**src/rtl/pmp_pkg.sv**
```systemverilog
// Shared constants and channel-packing helper for the pattern-matching front end.
package pmp_pkg;

    localparam int PMP_MAX_CH     = 32;
    localparam int PMP_STATUS_W   = 32;
    localparam int PMP_DATA_W     = 64;
    localparam int PMP_CTRL_W     = 16;
    localparam int PMP_FIFO_DEPTH = 4;
    localparam int PMP_CNT_W      = 16;

    // Bit offset of channel c inside a flat vector of w-bit channel slices.
    function automatic int chan_off(input int c, input int w);
        return c * w;
    endfunction

endpackage

```
**src/rtl/pmp_frontend_if.sv**
```systemverilog
// Bus-side and engine-side signal bundle of the pattern-matching front end.
interface pmp_frontend_if
    import pmp_pkg::*;
#(
    parameter int NUM_CH = 4,
    parameter int DATA_W = PMP_DATA_W,
    parameter int CTRL_W = PMP_CTRL_W,
    parameter int CNT_W  = PMP_CNT_W,
    parameter int LVL_W  = $clog2(PMP_FIFO_DEPTH + 1)
);
    logic [NUM_CH*DATA_W-1:0] in_data;
    logic [NUM_CH*CTRL_W-1:0] in_control;
    logic [NUM_CH-1:0]        in_valid;
    logic [NUM_CH-1:0]        in_ready;
    logic [NUM_CH-1:0]        chan_enable;
    logic [NUM_CH*DATA_W-1:0] eng_data;
    logic [NUM_CH*CTRL_W-1:0] eng_control;
    logic [NUM_CH-1:0]        eng_valid;
    logic [NUM_CH-1:0]        eng_ready;
    logic [NUM_CH-1:0]        eng_accepted;
    logic [PMP_STATUS_W-1:0]  match_status;
    logic [PMP_STATUS_W-1:0]  match_clear;
    logic [NUM_CH-1:0]        cnt_clear;
    logic [NUM_CH*CNT_W-1:0]  match_count;
    logic [NUM_CH*LVL_W-1:0]  fifo_level;

    modport master (
        output in_data, in_control, in_valid, chan_enable, eng_ready, eng_accepted,
               match_clear, cnt_clear,
        input  in_ready, eng_data, eng_control, eng_valid, match_status, match_count,
               fifo_level
    );

    modport slave (
        input  in_data, in_control, in_valid, chan_enable, eng_ready, eng_accepted,
               match_clear, cnt_clear,
        output in_ready, eng_data, eng_control, eng_valid, match_status, match_count,
               fifo_level
    );
endinterface

```
**src/rtl/pmp_chan_fifo.sv**
```systemverilog
// One channel: input FIFO feeding a registered engine-side output stage, with flush on disable.
module pmp_chan_fifo
    import pmp_pkg::*;
#(
    parameter int W     = PMP_DATA_W + PMP_CTRL_W,
    parameter int DEPTH = PMP_FIFO_DEPTH,
    parameter int LVL_W = $clog2(DEPTH + 1)
) (
    input  logic             clk,
    input  logic             reset,
    input  logic             enable,
    input  logic [W-1:0]     push_data,
    input  logic             push_valid,
    output logic             push_ready,
    output logic [W-1:0]     out_data,
    output logic             out_valid,
    input  logic             out_ready,
    output logic [LVL_W-1:0] level
);
    localparam int AW = $clog2(DEPTH);

    logic [W-1:0]  mem [DEPTH];
    logic [AW-1:0] wr_ptr;
    logic [AW-1:0] rd_ptr;
    logic          full;
    logic          push;
    logic          pop;

    assign full       = (level == LVL_W'(DEPTH));
    assign push_ready = enable && !full;
    assign push       = push_valid && push_ready;
    // The head moves into the output stage whenever that stage is idle or being taken.
    assign pop        = enable && (level != '0) && (!out_valid || out_ready);

    always_ff @(posedge clk) begin
        if (push) begin
            mem[wr_ptr] <= push_data;
        end
    end

    always_ff @(posedge clk or posedge reset) begin
        if (reset) begin
            wr_ptr    <= '0;
            rd_ptr    <= '0;
            level     <= '0;
            out_valid <= 1'b0;
            out_data  <= '0;
        end else if (!enable) begin
            wr_ptr    <= '0;
            rd_ptr    <= '0;
            level     <= '0;
            out_valid <= 1'b0;
        end else begin
            if (push) begin
                wr_ptr <= wr_ptr + AW'(1);
            end
            if (pop) begin
                rd_ptr    <= rd_ptr + AW'(1);
                out_data  <= mem[rd_ptr];
                out_valid <= 1'b1;
            end else if (out_ready) begin
                out_valid <= 1'b0;
            end
            level <= level + LVL_W'(push) - LVL_W'(pop);
        end
    end
endmodule

```
**src/rtl/pmp_frontend.sv**
```systemverilog
// Buffered multi-channel front end: per-channel FIFOs plus sticky match status and counters.
module pmp_frontend
    import pmp_pkg::*;
#(
    parameter int NUM_CH     = 4,
    parameter int DATA_W     = PMP_DATA_W,
    parameter int CTRL_W     = PMP_CTRL_W,
    parameter int FIFO_DEPTH = PMP_FIFO_DEPTH,
    parameter int CNT_W      = PMP_CNT_W,
    parameter int LVL_W      = $clog2(FIFO_DEPTH + 1)
) (
    input logic           clk,
    input logic           reset,
    pmp_frontend_if.slave bus
);
    localparam int PW = DATA_W + CTRL_W;
    localparam logic [PMP_STATUS_W-1:0] CH_MASK = PMP_STATUS_W'((64'd1 << NUM_CH) - 64'd1);
    localparam logic [CNT_W-1:0] CNT_MAX = '1;

    logic [NUM_CH-1:0]       acc_q;
    logic [NUM_CH-1:0]       rise_q;
    logic [PMP_STATUS_W-1:0] status_q;
    logic [PMP_STATUS_W-1:0] rise_ext;
    logic [CNT_W-1:0]        cnt_q [NUM_CH];

    for (genvar c = 0; c < NUM_CH; c++) begin : g_ch
        logic [PW-1:0] out_payload;

        pmp_chan_fifo #(
            .W     (PW),
            .DEPTH (FIFO_DEPTH),
            .LVL_W (LVL_W)
        ) u_fifo (
            .clk        (clk),
            .reset      (reset),
            .enable     (bus.chan_enable[c]),
            .push_data  ({bus.in_control[chan_off(c, CTRL_W) +: CTRL_W],
                          bus.in_data[chan_off(c, DATA_W) +: DATA_W]}),
            .push_valid (bus.in_valid[c]),
            .push_ready (bus.in_ready[c]),
            .out_data   (out_payload),
            .out_valid  (bus.eng_valid[c]),
            .out_ready  (bus.eng_ready[c]),
            .level      (bus.fifo_level[chan_off(c, LVL_W) +: LVL_W])
        );

        assign bus.eng_data[chan_off(c, DATA_W) +: DATA_W]    = out_payload[DATA_W-1:0];
        assign bus.eng_control[chan_off(c, CTRL_W) +: CTRL_W] = out_payload[PW-1:DATA_W];
        assign bus.match_count[chan_off(c, CNT_W) +: CNT_W]   = cnt_q[c];
    end

    always_comb begin
        rise_ext             = '0;
        rise_ext[NUM_CH-1:0] = rise_q;
    end

    assign bus.match_status = status_q;

    // Rises are registered once before touching status/counters, so they land one edge later.
    always_ff @(posedge clk or posedge reset) begin
        if (reset) begin
            acc_q    <= '0;
            rise_q   <= '0;
            status_q <= '0;
            for (int c = 0; c < NUM_CH; c++) begin
                cnt_q[c] <= '0;
            end
        end else begin
            acc_q    <= bus.eng_accepted;
            rise_q   <= bus.eng_accepted & ~acc_q & bus.chan_enable;
            status_q <= ((status_q & ~bus.match_clear) | rise_ext) & CH_MASK;
            for (int c = 0; c < NUM_CH; c++) begin
                if (rise_q[c]) begin
                    if (bus.cnt_clear[c]) begin
                        cnt_q[c] <= CNT_W'(1);
                    end else if (cnt_q[c] != CNT_MAX) begin
                        cnt_q[c] <= cnt_q[c] + CNT_W'(1);
                    end
                end else if (bus.cnt_clear[c]) begin
                    cnt_q[c] <= '0;
                end
            end
        end
    end
endmodule

```
**src/flat_wrapper.sv**
```systemverilog
// flat-port wrapper written by rule: the top's interface ports become plain ports
module pmp_frontend_flat import pmp_pkg::*;
#(
    parameter int NUM_CH     = 4,
    parameter int DATA_W     = PMP_DATA_W,
    parameter int CTRL_W     = PMP_CTRL_W,
    parameter int FIFO_DEPTH = PMP_FIFO_DEPTH,
    parameter int CNT_W      = PMP_CNT_W,
    parameter int LVL_W      = $clog2(FIFO_DEPTH + 1)
)
  (clk, reset, bus_in_data, bus_in_control, bus_in_valid, bus_chan_enable, bus_eng_ready, bus_eng_accepted, bus_match_clear, bus_cnt_clear, bus_in_ready, bus_eng_data, bus_eng_control, bus_eng_valid, bus_match_status, bus_match_count, bus_fifo_level);
  pmp_frontend_if #(.NUM_CH(NUM_CH), .DATA_W(DATA_W), .CTRL_W(CTRL_W), .CNT_W(CNT_W), .LVL_W(LVL_W)) bus_i ();
  input logic clk;
  input logic reset;
  input wire logic [$bits(bus_i.in_data)-1:0] bus_in_data;
  input wire logic [$bits(bus_i.in_control)-1:0] bus_in_control;
  input wire logic [$bits(bus_i.in_valid)-1:0] bus_in_valid;
  input wire logic [$bits(bus_i.chan_enable)-1:0] bus_chan_enable;
  input wire logic [$bits(bus_i.eng_ready)-1:0] bus_eng_ready;
  input wire logic [$bits(bus_i.eng_accepted)-1:0] bus_eng_accepted;
  input wire logic [$bits(bus_i.match_clear)-1:0] bus_match_clear;
  input wire logic [$bits(bus_i.cnt_clear)-1:0] bus_cnt_clear;
  output wire logic [$bits(bus_i.in_ready)-1:0] bus_in_ready;
  output wire logic [$bits(bus_i.eng_data)-1:0] bus_eng_data;
  output wire logic [$bits(bus_i.eng_control)-1:0] bus_eng_control;
  output wire logic [$bits(bus_i.eng_valid)-1:0] bus_eng_valid;
  output wire logic [$bits(bus_i.match_status)-1:0] bus_match_status;
  output wire logic [$bits(bus_i.match_count)-1:0] bus_match_count;
  output wire logic [$bits(bus_i.fifo_level)-1:0] bus_fifo_level;
  assign bus_i.in_data = bus_in_data;
  assign bus_i.in_control = bus_in_control;
  assign bus_i.in_valid = bus_in_valid;
  assign bus_i.chan_enable = bus_chan_enable;
  assign bus_i.eng_ready = bus_eng_ready;
  assign bus_i.eng_accepted = bus_eng_accepted;
  assign bus_i.match_clear = bus_match_clear;
  assign bus_i.cnt_clear = bus_cnt_clear;
  assign bus_in_ready = bus_i.in_ready;
  assign bus_eng_data = bus_i.eng_data;
  assign bus_eng_control = bus_i.eng_control;
  assign bus_eng_valid = bus_i.eng_valid;
  assign bus_match_status = bus_i.match_status;
  assign bus_match_count = bus_i.match_count;
  assign bus_fifo_level = bus_i.fifo_level;
  pmp_frontend #(.NUM_CH(NUM_CH), .DATA_W(DATA_W), .CTRL_W(CTRL_W), .FIFO_DEPTH(FIFO_DEPTH), .CNT_W(CNT_W), .LVL_W(LVL_W)) u_core (.clk(clk), .reset(reset), .bus(bus_i));
endmodule
```
**config.mk**
```make
export PLATFORM = sky130hd
export DESIGN_NAME = pmp_frontend_flat
export DESIGN_NICKNAME = d
export VERILOG_FILES = /design/src/rtl/pmp_pkg.sv /design/src/rtl/pmp_frontend_if.sv /design/src/rtl/pmp_chan_fifo.sv /design/src/rtl/pmp_frontend.sv /design/src/flat_wrapper.sv
export SDC_FILE = /design/constraint.sdc
export NUM_CORES = 2
export LEC_CHECK = 0
export ABC_AREA = 1
export CAP_MARGIN = 25
export CORE_MARGIN = 2
export CORE_UTILIZATION = 51
export DETAILED_ROUTE_END_ITERATION = 8
export PLACE_DENSITY = 0.84
export REMOVE_ABC_BUFFERS = 1
export SKIP_CTS_REPAIR_TIMING = 1
export SYNTH_ARGS = -nofsm -noshare
export SYNTH_HDL_FRONTEND = slang
export SYNTH_SLANG_ARGS = --single-unit
```
**constraint.sdc**
```tcl
create_clock -name clk -period 19.35 [get_ports clk]
set_input_delay 4.8375 -clock clk [delete_from_list [all_inputs] [get_ports clk]]
set_output_delay 4.8375 -clock clk [all_outputs]
set_load 0.01 [all_outputs]
```
======== After elaboration in Yosys (flattened, before gate mapping) ========
Memories as Yosys holds them, arrays and structs flattened. A register that Yosys moved wholly into a read port is not among the register bits.
Index checks and enable logic that the tools add are counted.
storage, ports and cells
  memory bits (writable) .................. 1,280
  output and inout port bits .............. 436
  register bits ........................... 108
  logic and storage cells ................. 177
  memories kept ........................... 4
memories
  name                       depth  width  rd ports  clocked after Yosys merged registers in  write ports  line                 source
  u_core.g_ch[0].u_fifo.mem  4      80     1         1                                        1            pmp_chan_fifo.sv:22  logic [W-1:0] mem [DEPTH];
  u_core.g_ch[1].u_fifo.mem  4      80     1         1                                        1            pmp_chan_fifo.sv:22
  u_core.g_ch[2].u_fifo.mem  4      80     1         1                                        1            pmp_chan_fifo.sv:22
  u_core.g_ch[3].u_fifo.mem  4      80     1         1                                        1            pmp_chan_fifo.sv:22
cells by class
  reduce and logical (&&, ||, !) cells .... 48
  equal/unequal tests ..................... 20
  bitwise gates (word level) .............. 6
  multiplexer cells ....................... 56
  add/subtract/negate cells ............... 20
operators by type and width
  operator                 count
  $mux W16                 16
  $add A16 B1 Y16 const B  4
  $ne A16 B16 Y1 const B   4
  $mux W2                  16
  $mux W1                  20
  $add A2 B1 Y2 const B    8
  $logic_and A1 B1 Y1      16
  $ne A2 B1 Y1 const B     8
  $reduce_and A2 Y1        8
  $reduce_bool A2 Y1       8
  $add A3 B1 Y3            4
  $and A4 B4 Y4            3
  $eq A3 B3 Y1 const B     4
  $mux W3                  4
  $ne A3 B1 Y1 const B     4
  $reduce_bool A3 Y1       4
  $sub A3 B1 Y3            4
  $logic_not A1 Y1         8
  $not A4 Y4               2
  $logic_or A1 B1 Y1       4
  $or A4 B4 Y4             1

======== Longest topological paths before layout ========
  depth in word-level cells ............... 7
  mapped depth ............................ 13
  depth with buffers taken out ............ 11

======== Hierarchy ========
A second synthesis with hierarchy kept.
unflattened totals
  cells, all modules ...................... 7,299
  area, all modules ....................... 72,449.5 um^2
by module, submodules not included
  module                                      area each (um^2)  times used  sequential area each (um^2)  cells an instance
  pmp_chan_fifo at u_core.g_ch[2].u_fifo ...  16,878.7          2           11,811.3                     1,656
  pmp_chan_fifo at u_core.g_ch[0].u_fifo      16,946.3          1           11,811.3                     1,653
  pmp_chan_fifo at u_core.g_ch[1].u_fifo      16,921.2          1           11,811.3                     1,656
  pmp_frontend                                4,824.6           1           1,901.8                      678

======== Worst setup path after synthesis ========
Ideal clock, no wire load.
  kind .................................... input port to output port
  start ................................... input bus_chan_enable[0]
  end ..................................... output bus_in_ready[0]
  data arrival time ....................... 5,378 ps
  setup slack ............................. 9,135 ps
  stages on the path ...................... 4
  buffers on the path ..................... 2
  cell sequence ........................... clkbuf_2 > inv_1 > a21oi_1 > buf_4
on the way
  word-level cells in the longest chain between the ends .. 1
ends and longest elaborated chain
  item                 line                 source
  start, declared      flat_wrapper.sv:18   input wire logic [$bits(bus_i.chan_enable)-1:0] bus_chan_enable;
  $logic_and A1 B1 Y1  pmp_chan_fifo.sv:30  assign push_ready = enable && !full;
  end, declared        flat_wrapper.sv:23   output wire logic [$bits(bus_i.in_ready)-1:0] bus_in_ready;
Every way passes these cells.

======== Worst setup path in the final report ========
Same ends and word-level chain as after synthesis.

==> Implementation_results.wiki <==
{| class="wikitable"
! Metric !! Value
|-
| Die W || 362.7 um
|-
| Chain of cells forming the critical path || clkdlybuf4s50_1 -> inv_1 -> a21oi_1 -> clkdlybuf4s50_1
|-
| Top delay family on crit path || buffers and inverters
|-
| Via count of the first global-routing pass || 43140
|-
| Final setup viols || 0
|-
| Data arrival time of the critical path || about 6.8 ns
|-
| Fraction of the mapped netlist area in compound gates || 0.08767
|-
| Internal || 7.488 mW
|-
| Leak || 28.44 nW
|-
| Portion of netlist area occupied by mux cells || 0
|-
| Switching power of the nets || roughly 3.6 mW
|-
| Clock transition at the register clock pins on the worst setup and hold paths after CTS || 0.06 ns
|-
| Dominant combinational cell family by area after synthesis || simple AND/OR/NAND/NOR gates
|-
| Global Route Usage Sum || 0.2516
|-
| Post-synthesis instance area || 65620 um2
|-
| Post-synth top area share || 0.5858
|-
| Unrepaired setup endpoints after global routing || no
|-
| Final number of hold-violating endpoints || 0
|-
| # H-tree levels || 4
|-
| Adder and majority cell fraction of the synthesized area || 0.006559
|-
| Violation count after the first detailed-route iteration || 4593
|-
| Core Footprint || 127700 um2
|-
| Vias after detailed routing || between 40000 and 50000
|-
| Synth-to-layout area growth || 21.98%
|-
| Normalized max-slew margin || 0.2695
|-
| Share of the cycle needed by the critical path after routing || 0.6032
|-
| Global placer's final weighted congestion || 0.8772
|-
| Largest stage delay on the critical path || 0.80 ns
|-
| Status || finished clean
|-
| Ratio of routed vias to standard cells || 5.611
|-
| Final max-slew violation count || 0
|-
| Simple logic cell fraction of the synthesized area || 0.1212
|-
| TritonCTS clock tree || built
|-
| Sum Neg Setup Slack || 0 ns
|-
| Unique cell type count in the Yosys netlist || 40
|-
| Antenna violation net count after detailed routing || 0
|-
| Final core utilization || 0.6269
|-
| Detail Placement HPWL || 98750 um
|-
| First-pass GRT wire length || 252100 um
|-
| Detailed Routing Iterations Pass 1 || 6
|-
| Type of element launching the critical path || primary input
|-
| Fraction of final layout cells with drive strength greater than 1 || 0.06060
|-
| Setup crit end kind || output pin
|-
| Buffer cell driving the clock tree root || sky130_fd_sc_hd__clkbuf_16
|-
| Slowest cell on the critical path || sky130_fd_sc_hd__clkdlybuf4s50_1
|-
| Number of buffers added by the clock tree synthesis step || 169
|-
| Number of fill cells in the layout || 8719
|-
| Dominant cell type by area after synthesis || sky130_fd_sc_hd__edfxtp_1
|-
| Net count, final || 6416
|-
| Mean instance size in the synthesized netlist || around 12 um2
|-
| Worst-path fanout max || 8
|-
| Switching share of power || 0.3222
|-
| Vertical die dimension || 362.7 um
|-
| Worst EP required || between 10 and 15 ns
|-
| Worst Skew || around 0.052 ns
|-
| Max IR drop VDD || 0.09562 mV
|-
| Drt wl/cell || 21.64 um
|-
| Category of the critical setup timing path || in2out
|-
| Global-route congestion overflow total || 0
|-
| Synthesized netlist cell count || between 5000 and 6000
|-
| Buf+Inv Stages, Crit Path || 3
|-
| DRC || 0
|-
| Boundary Pins || approximately 800
|-
| Classification of the worst-slack hold path || reg2reg
|-
| Sequential-to-total area share from yosys stat || 0.7490
|-
| FF+latch count, synth || roughly 1700
|-
| Max-cap violations || 0
|-
| Count of buffers from port buffering || about 750
|-
| Largest net degree at the start of global routing || 105
|-
| Number of antenna violations at the first check in global routing || 58
|-
| Most frequent cell on the critical path || sky130_fd_sc_hd__clkdlybuf4s50_1
|-
| Die Area || 131500 um2
|-
| Clock network fraction of total power || 0.291
|-
| Final worst path period need || ~12 ns
|-
| Drt total wl || 170100 um
|-
| Initial Util || 0.5139
|-
| Max frequency || 0.08568 GHz
|-
| Number of buffers on the longest clock path || 3
|-
| Row Count || 131
|-
| Top area cells in the synthesized netlist || sky130_fd_sc_hd__edfxtp_1 (59%), sky130_fd_sc_hd__dfrtp_1 (16%), sky130_fd_sc_hd__nor2_1 (9.7%)
|-
| Sequential group share of total power || 0.441
|-
| Total of warnings raised by yosys || 0
|-
| Xor and xnor fraction of the mapped netlist area || 0.002670
|-
| Cell Pwr Density || 138.0 nW/um2
|-
| Total power draw || 11.05 mW
|-
| Number of clock sinks || around 1700
|-
| Clk Latency, worst-skew pair || 0.81 ns
|-
| Combinational cell fraction of total power || 0.268
|-
| Transition at the pin with the smallest max-transition slack || 1.096 ns
|}
## flip-flops by register name (all words and copies together) (netlist names)
signal,cells
u_core.acc_q,4
u_core.g_ch.u_fifo.level,12
u_core.rise_q,4
u_core.bus.match_count,64
u_core.g_ch.u_fifo.wr_ptr,8
u_core.bus.match_status,4
u_core.g_ch.u_fifo.out_data,320
u_core.g_ch.u_fifo.rd_ptr,8
u_core.g_ch.u_fifo.mem,1280
u_core.g_ch.u_fifo.out_valid,4
## power groups by stage
stage	clock network [mW]	registers, mW	logic, mW
floorplan	0	5.09	1.26
global placement	0	4.89	2.79
detailed placement	0	4.92	2.90
CTS	3.26	4.86	2.95
global route	3.41	4.92	3.23
finish	3.22	4.87	2.96
## worst paths after layout
kind / from / endpoint / slack, ns / cells after the start
worst min register to register: u_core.acc_q[3] / u_core.rise_q[3] / 0.40 / 1
worst min-delay path: u_core.acc_q[3] / u_core.rise_q[3] / 0.40 / 1
min in group asynchronous: reset / u_core.g_ch[0].u_fifo.out_data[78] / 4.61 / 2
worst max-delay path: bus_chan_enable[0] / bus_in_ready[0] / 7.68 / 4
max in group asynchronous: reset / u_core.g_ch[2].u_fifo.rd_ptr[0] / 11.63 / 5
worst max register to register: u_core.g_ch[0].u_fifo.rd_ptr[0] / u_core.g_ch[0].u_fifo.out_data[7] / 15.92 / 4
## layout make-up
| type | instances | area (um2) | share of cell area |
|---|---|---|---|
| clock inverters | 92 | 932.1 | 0.01165 |
| multi-input cells | 3177 | 14540 | 0.1817 |
| well taps | 1662 | 2079 | 0.02598 |
| diodes | 44 | 110.1 | 0.001376 |
| repair buffers | 805 | 8040 | 0.1004 |
| inverters | 149 | 593.1 | 0.007409 |
| clock buffers | 224 | 4577 | 0.05718 |
| flip-flops and latches | 1708 | 49170 | 0.6143 |
## cell families (layout without fill, tap and decap cells)
kind of cell / count (synthesis) / count (layout)
simple gates: 2040 / 2040
flops: 1708 / 1708
compound gates: 1057 / 1057
buf+inv: 473 / 1270
fa+ha+maj: 32 / 32
xor+xnor: 20 / 20
other cells: 1 / 72
## synthesized netlist by cell type
cell / number
sky130_fd_sc_hd__a31oi_1: 323
sky130_fd_sc_hd__buf_12: 1
sky130_fd_sc_hd__nor2_4: 1
sky130_fd_sc_hd__nor2_8: 1
sky130_fd_sc_hd__nand2_4: 2
sky130_fd_sc_hd__nand3_1: 63
sky130_fd_sc_hd__o21ai_1: 10
sky130_fd_sc_hd__buf_1: 33
sky130_fd_sc_hd__xor2_1: 20
sky130_fd_sc_hd__inv_2: 15
sky130_fd_sc_hd__dfrtp_1: 428
sky130_fd_sc_hd__clkbuf_1: 149
sky130_fd_sc_hd__nor2_1: 1691
sky130_fd_sc_hd__o21ai_0: 693
sky130_fd_sc_hd__nand3_2: 2
sky130_fd_sc_hd__a31o_2: 1
sky130_fd_sc_hd__inv_4: 1
sky130_fd_sc_hd__conb_1: 1
sky130_fd_sc_hd__nor2_2: 8
sky130_fd_sc_hd__ha_1: 28
sky130_fd_sc_hd__nand2_1: 216
sky130_fd_sc_hd__clkinv_2: 2
sky130_fd_sc_hd__nor3_1: 7
sky130_fd_sc_hd__nand2_2: 5
sky130_fd_sc_hd__edfxtp_1: 1280
sky130_fd_sc_hd__o2111ai_1: 1
sky130_fd_sc_hd__o21ai_2: 9
sky130_fd_sc_hd__buf_4: 74
sky130_fd_sc_hd__or2_2: 3
sky130_fd_sc_hd__buf_2: 64
sky130_fd_sc_hd__clkinv_1: 1
sky130_fd_sc_hd__o21bai_1: 4
sky130_fd_sc_hd__fa_1: 4
sky130_fd_sc_hd__and3_1: 2
sky130_fd_sc_hd__a21oi_1: 13
sky130_fd_sc_hd__clkbuf_2: 3
sky130_fd_sc_hd__nand3_4: 1
sky130_fd_sc_hd__nand4_1: 38
sky130_fd_sc_hd__o211ai_1: 3
sky130_fd_sc_hd__inv_1: 130
## worst register-to-register path, cell delays in order, from the launching register on
cell and delay, ns:
sky130_fd_sc_hd__dfrtp_4 1.03, sky130_fd_sc_hd__clkinv_2 1.03, sky130_fd_sc_hd__buf_4 0.68, sky130_fd_sc_hd__o21ai_0 0.40, sky130_fd_sc_hd__a31oi_1 0.14
## layer usage
metal,part of all wire,up-vias,GRT usage
met5,0.0014,-,0
met4,0.049,38,0.1308
met3,0.099,447,0.08081
met2,0.49,2174,0.4155
met1,0.36,21420,0.2947
li1,-,20030,-
## placed cells by master, fill, tap and decap left out, drive strengths merged, types with 3 or more instances in the layout
cell type,instances
nand4,38
dfrtp,428
o21ai,712
inv,148
clkbuf,224
clkinv,78
a21oi,13
nor3,7
fa,4
o211ai,3
buf,52
clkdlybuf4s50,753
conb,28
xor2,20
edfxtp,1280
or2,3
nand2,223
o21bai,4
nor2,1701
ha,28
clkinvlp,5
nand3,66
bufinv,10
a31oi,323
diode,44
## stage by stage
step	hold WS, ns	instances	area, um2	worst slack [ns]
after floorplan	0.3766	5034	64130	2.594
after global placement	0.3845	7495	74270	7.711
after detailed placement	0.3834	7496	74290	7.704
after CTS	0.4032	7812	79800	7.681
after global routing	0.4214	7853	80020	7.551
final	0.3978	7861	80040	7.679
No activity file was read; power rests on OpenSTA's default activity.
